### src/rtl/mem_pkg.sv
// mem_pkg: shared access-size/FSM types and lane geometry for the LSU memory stage
package mem_pkg;
  typedef enum logic [1:0] {SZ_B, SZ_H, SZ_W, SZ_D} mem_size_e;
  typedef enum logic [1:0] {IDLE, REQ, RESP} lsu_state_e;
  localparam int XLEN_DEF = 64;
  localparam int STRB_W = XLEN_DEF / 8;
  localparam int OFF_W = $clog2(STRB_W);
  function automatic logic misaligned(input logic [OFF_W-1:0] lo, input mem_size_e s);
    return (lo & {s == SZ_D, s >= SZ_W, s >= SZ_H}) != '0;
  endfunction
endpackage

### src/rtl/lsu_lane_align.sv
// lsu_lane_align: byte-lane store strobe/data placement and load extract with sign/zero extension
module lsu_lane_align
  import mem_pkg::*;
#(
  parameter int XLEN = XLEN_DEF
) (
  input  logic [$clog2(XLEN/8)-1:0] off,
  input  mem_size_e                 size,
  input  logic                      is_unsigned,
  input  logic [XLEN-1:0]           store_data,
  input  logic [XLEN-1:0]           rdata,
  output logic [XLEN/8-1:0]         wstrb,
  output logic [XLEN-1:0]           wdata,
  output logic [XLEN-1:0]           ld_data
);
  localparam int SW = XLEN / 8;
  int o, nb, avail;
  logic sgn;
  logic [XLEN-1:0] sh, st;
  // bytes past the end of the word are simply not accessed: no second beat
  always_comb begin
    o = int'(off);
    nb = 1 << size;
    avail = (o + nb > SW) ? SW - o : nb;
    sh = rdata >> (8 * o);
    st = sh >> (8 * avail - 1);
    sgn = st[0] & !(is_unsigned && size != SZ_D);
  end
  assign wdata = store_data << (8 * o);
  for (genvar b = 0; b < SW; b++) begin : g_lane
    assign wstrb[b] = b >= o && b < o + nb;
    assign ld_data[8*b+:8] = b < avail ? sh[8*b+:8] : {8{sgn}};
  end
endmodule

### src/rtl/mem_stage_lsu.sv
// mem_stage_lsu: sized load/store memory stage with cache handshake; MEM_MISALIGN_TRAP_EN adds misalign trap
module mem_stage_lsu
  import mem_pkg::*;
#(
  parameter int XLEN   = XLEN_DEF,
  parameter int ADDR_W = 64,
  parameter int PC_W   = 32,
  parameter int RD_W   = 5
) (
  input  logic              clk,
  input  logic              rst,
  input  logic              in_valid,
  input  logic [XLEN-1:0]   in_alu_result,
  input  logic [RD_W-1:0]   in_rd,
  input  logic [XLEN-1:0]   in_store_data,
  input  logic              in_is_load,
  input  logic              in_is_store,
  input  logic [1:0]        in_size,
  input  logic              in_unsigned,
  input  logic [PC_W-1:0]   in_pc,
  input  logic              is_flush,
  output logic              stall,
  output logic              wb_valid,
  output logic [XLEN-1:0]   wb_data,
  output logic [RD_W-1:0]   wb_rd,
  output logic [PC_W-1:0]   wb_pc,
`ifdef MEM_MISALIGN_TRAP_EN
  output logic              wb_exc,
  output logic [XLEN-1:0]   wb_exc_addr,
`endif
  output logic              cache_req,
  output logic              cache_we,
  output logic [ADDR_W-1:0] cache_addr,
  output logic [XLEN-1:0]   cache_wdata,
  output logic [XLEN/8-1:0] cache_wstrb,
  input  logic [XLEN-1:0]   cache_rdata,
  input  logic              cache_done
);
  localparam int SW = XLEN / 8;
  localparam int OW = $clog2(SW);
  lsu_state_e state, state_n;
  logic [XLEN-1:0] addr_q, sdata_q, rdata_q, wdata, ld_data;
  logic [SW-1:0] wstrb;
  mem_size_e size_q;
  logic uns_q, ld_q, flushed_q, mem_op, mis, accept_mem, in_req;
  logic [RD_W-1:0] rd_q;
  logic [PC_W-1:0] pc_q;
  lsu_lane_align #(.XLEN(XLEN)) u_align (
    .off(addr_q[OW-1:0]), .size(size_q), .is_unsigned(uns_q), .store_data(sdata_q),
    .rdata(rdata_q), .wstrb(wstrb), .wdata(wdata), .ld_data(ld_data)
  );
  always_comb begin
    mem_op = in_is_load | in_is_store;
`ifdef MEM_MISALIGN_TRAP_EN
    mis = misaligned(in_alu_result[OFF_W-1:0], mem_size_e'(in_size));
`else
    mis = 1'b0;
`endif
    accept_mem = state == IDLE && in_valid && mem_op && !is_flush && !mis;
    in_req = state == REQ;
    state_n = state == IDLE ? (accept_mem ? REQ : IDLE) : in_req ? (cache_done ? RESP : REQ) : IDLE;
    stall = !rst && (accept_mem || in_req);
    cache_req = in_req;
    cache_we = in_req && !ld_q;
    cache_addr = in_req ? ADDR_W'({addr_q[XLEN-1:OW], {OW{1'b0}}}) : '0;
    cache_wdata = cache_we ? wdata : '0;
    cache_wstrb = cache_we ? wstrb : '0;
  end
  always_ff @(posedge clk) begin
    if (rst) begin
      state <= IDLE;
      flushed_q <= 1'b0;
      wb_valid <= 1'b0;
      wb_data <= '0;
      wb_rd <= '0;
      wb_pc <= '0;
`ifdef MEM_MISALIGN_TRAP_EN
      wb_exc <= 1'b0;
      wb_exc_addr <= '0;
`endif
    end else begin
      state <= state_n;
      wb_valid <= 1'b0;
      wb_data <= '0;
      wb_rd <= '0;
      wb_pc <= '0;
`ifdef MEM_MISALIGN_TRAP_EN
      wb_exc <= 1'b0;
      wb_exc_addr <= '0;
`endif
      // ALU ops and trapped accesses retire one cycle after acceptance
      if (state == IDLE && in_valid && (!mem_op || (mis && !is_flush))) begin
        wb_valid <= 1'b1;
        wb_data <= in_alu_result;
        wb_rd <= (mem_op || is_flush) ? '0 : in_rd;
        wb_pc <= in_pc;
`ifdef MEM_MISALIGN_TRAP_EN
        wb_exc <= mis;
        wb_exc_addr <= mis ? in_alu_result : '0;
`endif
      end
      if (accept_mem) begin
        addr_q <= in_alu_result;
        sdata_q <= in_store_data;
        size_q <= mem_size_e'(in_size);
        uns_q <= in_unsigned;
        ld_q <= in_is_load;
        rd_q <= in_rd;
        pc_q <= in_pc;
        flushed_q <= 1'b0;
      end
      if (in_req && is_flush) flushed_q <= 1'b1;
      if (in_req && cache_done) rdata_q <= cache_rdata;
      if (state == RESP) begin
        wb_valid <= 1'b1;
        wb_data <= ld_q ? ld_data : addr_q;
        wb_rd <= (ld_q && !flushed_q) ? rd_q : '0;
        wb_pc <= pc_q;
      end
    end
  end
endmodule
### config.mk
export PLATFORM = sky130hd
export DESIGN_NAME = mem_stage_lsu
export DESIGN_NICKNAME = d
export VERILOG_FILES = /design/src/rtl/mem_pkg.sv /design/src/rtl/lsu_lane_align.sv /design/src/rtl/mem_stage_lsu.sv
export SDC_FILE = /design/constraint.sdc
export NUM_CORES = 1
export LEC_CHECK = 0
export CAP_MARGIN = 0
export CORE_AREA = 2 2 271 139
export DETAILED_ROUTE_END_ITERATION = 10
export DIE_AREA = 0 0 273 141
export HOLD_SLACK_MARGIN = 0.02
export PLACE_DENSITY = 0.77
export SYNTH_ARGS = -nofsm -noshare
export SYNTH_HDL_FRONTEND = slang
export SYNTH_SLANG_ARGS = --single-unit
### constraint.sdc
create_clock -name clk -period 28.5 [get_ports clk]
set_input_delay 8.55 -clock clk [delete_from_list [all_inputs] [get_ports clk]]
set_output_delay 8.55 -clock clk [all_outputs]
set_load 0.01 [all_outputs]
== Word-level counts from Yosys, hierarchy flattened ==
Cells that the tools add are included.
Word-level totals
  register bits: 338
  input bits: 239
Operators by class
  $add $sub $neg: 3
  $lt $le $gt $ge: 25
  eq/ne operators: 3
  shift-type cells: 4
  multiplexer cells: 29
  bitwise gates (word level): 3
  reduce and logical (&&, ||, !) cells: 30
Operators with widths (number)
  2-to-1 mux 64 bit: 5
  < comparator 4 x 32 -> 1 bit, first input constant: 8
  < comparator 3 x 32 -> 1 bit, first input constant: 4
  2-to-1 mux 32 bit: 3
  2-to-1 mux 8 bit: 9
  < comparator 1 x 32 -> 1 bit, first input constant: 2
  < comparator 2 x 32 -> 1 bit, first input constant: 2
  << shifter 64 x 6 -> 64 bit: 1
  >> shifter 64 x 32 -> 1 bit: 1
  >> shifter 64 x 6 -> 64 bit: 1
  adder 4 x 32 -> 32 bit: 1
  greater-than comparator 32 x 5 -> 1 bit, second input constant: 1
  << shifter 1 x 2 -> 32 bit, first input constant: 1
  subtractor 32 x 2 -> 32 bit, second input constant: 1
  2-to-1 mux 5 bit: 4
  logical AND 1 bit: 18
  >= comparator 3 bit, first input constant: 4
  >= comparator 1 x 3 -> 1 bit, first input constant: 2
  >= comparator 2 x 3 -> 1 bit, first input constant: 2
  logical NOT 1 bit: 6
  2-to-1 mux 2 bit: 3
  2-to-1 mux 1 bit: 5
  subtractor 4 x 3 -> 5 bit, first input constant: 1
  AND reduction 2 bit: 2
  other kinds (9): 10

== Longest topological paths before layout ==
Gate-level depths: netlist (run 1).
  word-level depth: 10
  depth in mapped cells: 21
  depth with buffers taken out: 17

== Modules after synthesis ==
Synthesis (run 1) repeated with hierarchy kept, for this count alone.
Second synthesis, totals
  cells, all modules: 1344
  area total of the unflattened synthesis: 16410.7 um^2
By module, submodules not included
  mem_stage_lsu: instances 1, cells an instance 705, area an instance 11851.4 um^2
  lsu_lane_align: instances 1, cells an instance 639, area an instance 4559.4 um^2

== Least setup slack after synthesis (run 1) ==
Ideal clock, no wire load.
  path kind: in2out
  start: input port in_valid
  end: output port stall
  data arrival time: 9.237 ns
  data required time: 19.950 ns
  slack: 10.713 ns
  stages: 3
  path buffers: 0
  cells stage by stage: nand2_1 -> or3_1 -> a21oi_1
Between the ends
  longest elaborated chain between the ends: 5
Ends and longest elaborated chain
  from (decl): RTL line mem_stage_lsu.sv:12  | input logic in_valid,
  logical AND 1 bit (3 in series): RTL line mem_stage_lsu.sv:59  | accept_mem = state == IDLE && in_valid && mem_op && !is_flush && !mis;
  logical OR 1 bit: RTL line mem_stage_lsu.sv:62  | stall = !rst && (accept_mem || in_req);
  logical AND 1 bit: RTL line mem_stage_lsu.sv:62
  to (decl): RTL line mem_stage_lsu.sv:22  | output logic stall,
No other way between the ends.

== Final worst setup path (run 1) ==
Ends and elaborated chain as after synthesis.

==> results of run 1 <==
[worst min-delay path by stage]
| stage | start | endpoint | slack [ps] | cells past startpoint |
|---|---|---|---|---|
| 2_1_floorplan | pc_q[0] | wb_pc[0] | 470 | 2 |
| 3_3_place_gp | pc_q[20] | wb_pc[20] | 480 | 2 |
| 3_5_place_dp | pc_q[4] | wb_pc[4] | 490 | 2 |
| 4_1_cts | pc_q[4] | wb_pc[4] | 500 | 2 |
| 5_1_grt | pc_q[4] | wb_pc[4] | 520 | 2 |
| 6_report | pc_q[11] | wb_pc[11] | 500 | 2 |
[logic make-up (layout without fill, tap and decap cells)]
family | count (synthesis) | in the layout | share of synthesized area, %
DFF | 338 | 338 | 56.69
buffers and inverters | 118 | 569 | 3.009
other | 1 | 8 | 0.02336
muxes | 136 | 136 | 10.80
adders and majority gates | 12 | 12 | 0.9822
and+or+nand+nor | 433 | 433 | 12.40
xor gates and xnor gates | 2 | 2 | 0.1559
AOI/OAI and AO/OA | 374 | 374 | 15.94
[layout by cell type (no fill, tap or decap), types with 17 or more instances in the layout]
master             n
edfxtp_1         233
mux2_2            17
a211oi_1          28
a221oi_1          28
mux2i_1           91
buf_4             22
nand2_1          126
and2_1            73
a22oi_1           46
mux4_2            28
a21oi_1           70
clkdlybuf4s50_1  475
o21ai_0           94
nor2_1           146
clkbuf_16         35
dfxtp_1          105
and3_1            18
[cells in the mapped netlist, types with 10 or more instances]
cell type	number	area (sq um)
edfxtp_1	233	6997
nor2_1	148	555.5
nand2_1	126	473.0
dfxtp_1	105	2102
o21ai_0	94	470.5
mux2i_1	91	910.9
and2_1	73	456.7
a21oi_1	70	350.3
clkbuf_1	65	244.0
a22oi_1	46	345.3
a211oi_1	28	210.2
a221oi_1	28	245.2
mux4_2	28	630.6
buf_2	20	100.1
and3_1	18	112.6
buf_1	17	63.81
mux2_2	17	191.4
nand3_1	16	80.08
nor2b_1	15	93.84
nor3_1	15	75.07
o22a_1	13	113.9
o21a_1	12	90.09
ha_1	11	137.6
nand2b_1	10	62.56
[power breakdown]
group / leakage (uW) / internal (uW) / switching (uW) / total [uW]
Sequential: 0.00297 / 535 / 4.90 / 540
Clock: 0.000522 / 253 / 194 / 446
Combinational: 0.00430 / 55.6 / 53.7 / 109
[routing by layer]
layer	vias to the layer above	track usage (%)	part of all wire (%)
li1	6145	-	-
met3	93	9.385	10
met5	-	0	0
met1	6716	41.91	44
met4	0	8.168	2.2
met2	670	42.03	43
[flip-flops by register name, summed over array words and instances, names as in the netlist]
| register | flops |
|---|---|
| wb_pc | 32 |
| wb_data | 64 |
| size_q | 2 |
| rdata_q | 64 |
| flushed_q | 1 |
| wb_rd | 5 |
| ld_q | 1 |
| addr_q | 64 |
| sdata_q | 64 |
| wb_valid | 1 |
| state | 2 |
| uns_q | 1 |
| rd_q | 5 |
| pc_q | 32 |
[cell type report]
type | count | area (sq um)
multi-input cells | 960 | 6504
repair buffers | 498 | 4925
fillers | 2940 | 14250
clock buffers | 52 | 999.7
well taps | 494 | 618.1
inverters | 12 | 45.04
diodes | 5 | 12.51
clock inverters | 7 | 83.83
flip-flops and latches | 338 | 9099
[metrics by stage]
step / worst slack, ps / power, uW / util [%]
floorplan: 10710 / 596.1 / -
global placement: 9599 / 656.3 / 58.00
detailed placement: 9625 / 658.3 / 58.00
CTS: 9602 / 1103 / 60.97
global route: 9523 / 1132 / 60.99
finish: 9583 / 1096 / 61.00
[tightest hold or removal path, cell delays in order (launching register included)]
cell      delay [ps]
edfxtp_1         320
a22oi_1           70
nor2_1            80
==> flow_summary.ini, run 1 <==
[final_layout]
fin_area_sq_um = 22290
syn2layout_area_growth_pct = 38.85
final_nets = 2095
final_cells = 2366
drive_gt1_share_pct = 7.445

[global_route]
grt_max_degree = 79
gr-usage-all-layers_pct = 29.13
grt_pass1_wl_mm = 83.79
grt_pass1_vias = 13108
globalRoute.totalOverflow = 0
antenna_found_initial = 6

[flow_run]
cap_viol_max_count = 0

[yosys]
yosysUniqueCellTypes = 65
synth_edf_count = 233
ys_seq_elements = 338
synth_area_sq_um = 16050
postSynth.asyncResetShare_pct = 0
ys.flop_type = edfxtp_1
synth.avg_cell_area_sq_um = 11.35
yosysSeqAreaShare_pct = 56.69
synth_warnings = 0
syn_inst = 1414

[placed_design]
place_area_sq_um = 21190
post-place-cells = 2302
portBuffers = 476
hpwl_mm = 42.65
globalplace.congestion = 0.9322

[drt]
drt-initial-drc-count = 1538
remaining_drc_errors = 0
dr.pass1.iters = 6
ant_nets = 0
routed-via-count = 13624
drt-wirelength-per-cell_um = 24.49
drt_wl_total_mm = 57.95
viasPerCell = 5.758

[worst_setup_path]
timing.rr.end = wb_data[59]
r2r-start = addr_q[0]
path_buf_inv = 2
cpMostUsedCell = clkdlybuf4s50_1
cp-start-kind = input pin
worstPathMaxFanout = 3
worst_ep_required_time_ps = 19950
ff2ff_path_depth = 16
endpoint_kind = output pin
critPathArrivalTime_ps = 10370
setup.worst_path.end = stall
cp.depth = 5
regToRegSetupSlack_ps = 22520
slowest_stage = clkdlybuf4s50_1
cpPeakStageDelay_ps = 590
crit_type = in -> out
crit_path_start = in_valid
critical-path-top-delay-family = buffers and inverters
cp_cell_sequence = clkdlybuf4s50_1 -> nand2_1 -> or3_1 -> a21oi_1 -> clkdlybuf4s50_1

[timing]
clock_skew_ps = 27.00
period_share_pct = 66.38
relSlewSlack_pct = 25.79
hold_viol = 0
drv_slew = 0
max_freq_mhz = 52.86
fin_crit_ps = 18920
tightest_slew_ps = 1109
setup_tns_ps = 0
rsz0062_at_grt = false
whs_ps = 500.0
setup_viol = 0

[floorplan]
core_area_sq_um = 36540
rows = 50
num_io_pins = 480
initial_core_util_pct = 43.93
chipWidth_um = 273
die_h_um = 141
dieArea_sq_um = 38490

[hold_path]
hp-class = reg -> reg

[status]
status = finished, final reports clean

[cts]
cts_buffers = 34
root_buffer = clkbuf_16
cts_tree = done
htree_levels = 2
cts_buffer_depth = 3
clock-sinks = 338
cts.clk_slew.worst_paths_ps = 60
insertion_delay_ps = 540
cts_setup_buffers = 0
cts_hold_buf = 0
cts-resized-gates = 0

[power]
leakage_uw = 0.007785
ir_worst_vdd_uv = 42.25
power_density_nw_per_um2 = 49.16
(Power assumes the default switching activity.)
==> inputs of run 2 (changes only) <==
Clock period 28.5 ns to 17.9 ns, I/O delays scaled along.
==> flow_summary.ini, run 2 (synthesis gave the netlist of run 1 again) <==
[floorplan]
core_area_sq_um = 36540
dieArea_sq_um = 38490
initial_core_util_pct = 43.93
chipWidth_um = 273
num_io_pins = 480
rows = 50
die_h_um = 141

[global_route]
grt_pass1_wl_mm = 84.43
antenna_found_initial = 9
gr-usage-all-layers_pct = 29.29
grt_pass1_vias = 13067
globalRoute.totalOverflow = 0
grt_max_degree = 78

[placed_design]
hpwl_mm = 43.17
place_area_sq_um = 21190
post-place-cells = 2302
globalplace.congestion = 0.9328
portBuffers = 476

[worst_setup_path]
crit_type = in -> out
cpPeakStageDelay_ps = 580
critPathArrivalTime_ps = 7230
endpoint_kind = output pin
worstPathMaxFanout = 3
slowest_stage = clkdlybuf4s50_1
cp-start-kind = input pin
worst_ep_required_time_ps = 12530
cp_cell_sequence = clkdlybuf4s50_1 -> nand2_1 -> or3_1 -> a21oi_1 -> clkdlybuf4s50_1
cpMostUsedCell = clkdlybuf4s50_1

[power]
power.clock.fraction_pct = 41.3
power_switching_uw = 397.5
p_sw_share_pct = 22.55
ir_worst_vdd_uv = 66.22
pwr-share-comb_pct = 9.9
power_density_nw_per_um2 = 79.01
p_int_uw = 1365
seqPwrFrac_pct = 48.8
leakage_uw = 0.007807

[drt]
top_layer_used = met5
drt_wl_total_mm = 58.34
wl_met2_mm = 25.69
viasPerCell = 5.764
routed-via-count = 13643
remaining_drc_errors = 0
m1WireLength_mm = 26.24
wl_met3_mm = 5.400
dr.pass1.iters = 6
ant_nets = 0
drt-wirelength-per-cell_um = 24.65
drt-initial-drc-count = 1381

[cts]
cts-resized-gates = 0
cts_setup_buffers = 0
cts_hold_buf = 0
cts_tree = done
clock-sinks = 338
htree_levels = 2
insertion_delay_ps = 530
cts.clk_slew.worst_paths_ps = 60
cts_buffers = 34
cts_buffer_depth = 3
root_buffer = clkbuf_16

[timing]
relSlewSlack_pct = 10.26
rsz0062_at_grt = false
hold_viol = 0
setup_tns_ps = 0
tightest_slew_ps = 1336
period_share_pct = 70.37
setup_viol = 0
max_freq_mhz = 79.39
drv_slew = 0
fin_crit_ps = 12600
whs_ps = 498.1
clock_skew_ps = 20.01

[final_layout]
fin_util_pct = 61.06
final_nets = 2095
multi_input_area_sq_um = 6504
drive_gt1_share_pct = 7.388
final_cell_mix = clkdlybuf4s50_1, edfxtp_1, nor2_1
final_common_cell = clkdlybuf4s50_1
seq_area_sq_um = 9099
fillCellCount = 2992
fin_area_sq_um = 22310
final_cells = 2367
syn2layout_area_growth_pct = 38.99

[flow_run]
cap_viol_max_count = 0

[hold_path]
hp-class = reg -> reg

[status]
status = finished, final reports clean
[run 2: cell count changes in the layout (fill, tap and decap cells not counted), sizes merged]
| cell | before | now |
|---|---|---|
| clkinv | 3 | 12 |
| clkbuf | 52 | 44 |
| bufinv | 1 | 4 |
| clkinvlp | 2 | 0 |
| inv | 13 | 12 |
[run 2: power by group through the flow]
stage	Combinational, uW	Clock [uW]	Sequential, uW
final	174	728	860
after global routing	185	769	861
after CTS	173	737	860
after detailed placement	172	0	877
after global placement	169	0	876
after floorplan	70.1	0	879
[run 2: metal layers]
layer / global-route usage, % / vias to the layer above
met3: 5.996 / 80
met4: 5.896 / 2
met5: 0 / -
met1: 43.75 / 6718
li1: - / 6149
met2: 44.12 / 694
[run 2: final cells by class]
type                            instances  share of cell area [%]
Multi-Input combinational cell        960                   29.15
Tap cell                              494                   2.771
Sequential cell                       338                   40.79
Inverter                               12                  0.2019
Antenna cell                            5                 0.05609
Clock buffer                           44                   4.167
Clock inverter                         16                  0.7908
Timing Repair Buffer                  498                   22.08
[run 2: metrics by stage]
| step | worst slack [ps] | total power [uW] |
|---|---|---|
| after floorplan | 4354 | 949.1 |
| after global placement | 5351 | 1045 |
| after detailed placement | 5344 | 1049 |
| after CTS | 5323 | 1770 |
| after global routing | 5246 | 1815 |
| final | 5305 | 1763 |
[run 2: worst paths after layout]
path,from,endpoint,slack (ps),cells after the start
max,in_valid,stall,5300,5
min,pc_q[13],wb_pc[13],500,2
max reg2reg,addr_q[1],wb_data[59],11980,16
min reg2reg,pc_q[13],wb_pc[13],500,2
[run 2: worst max-delay path, delay by kind of cell]
kind,cells,cell delay [ps]
AOI/OAI and AO/OA,1,230
buffers and inverters,2,1090
and+or+nand+nor,2,530
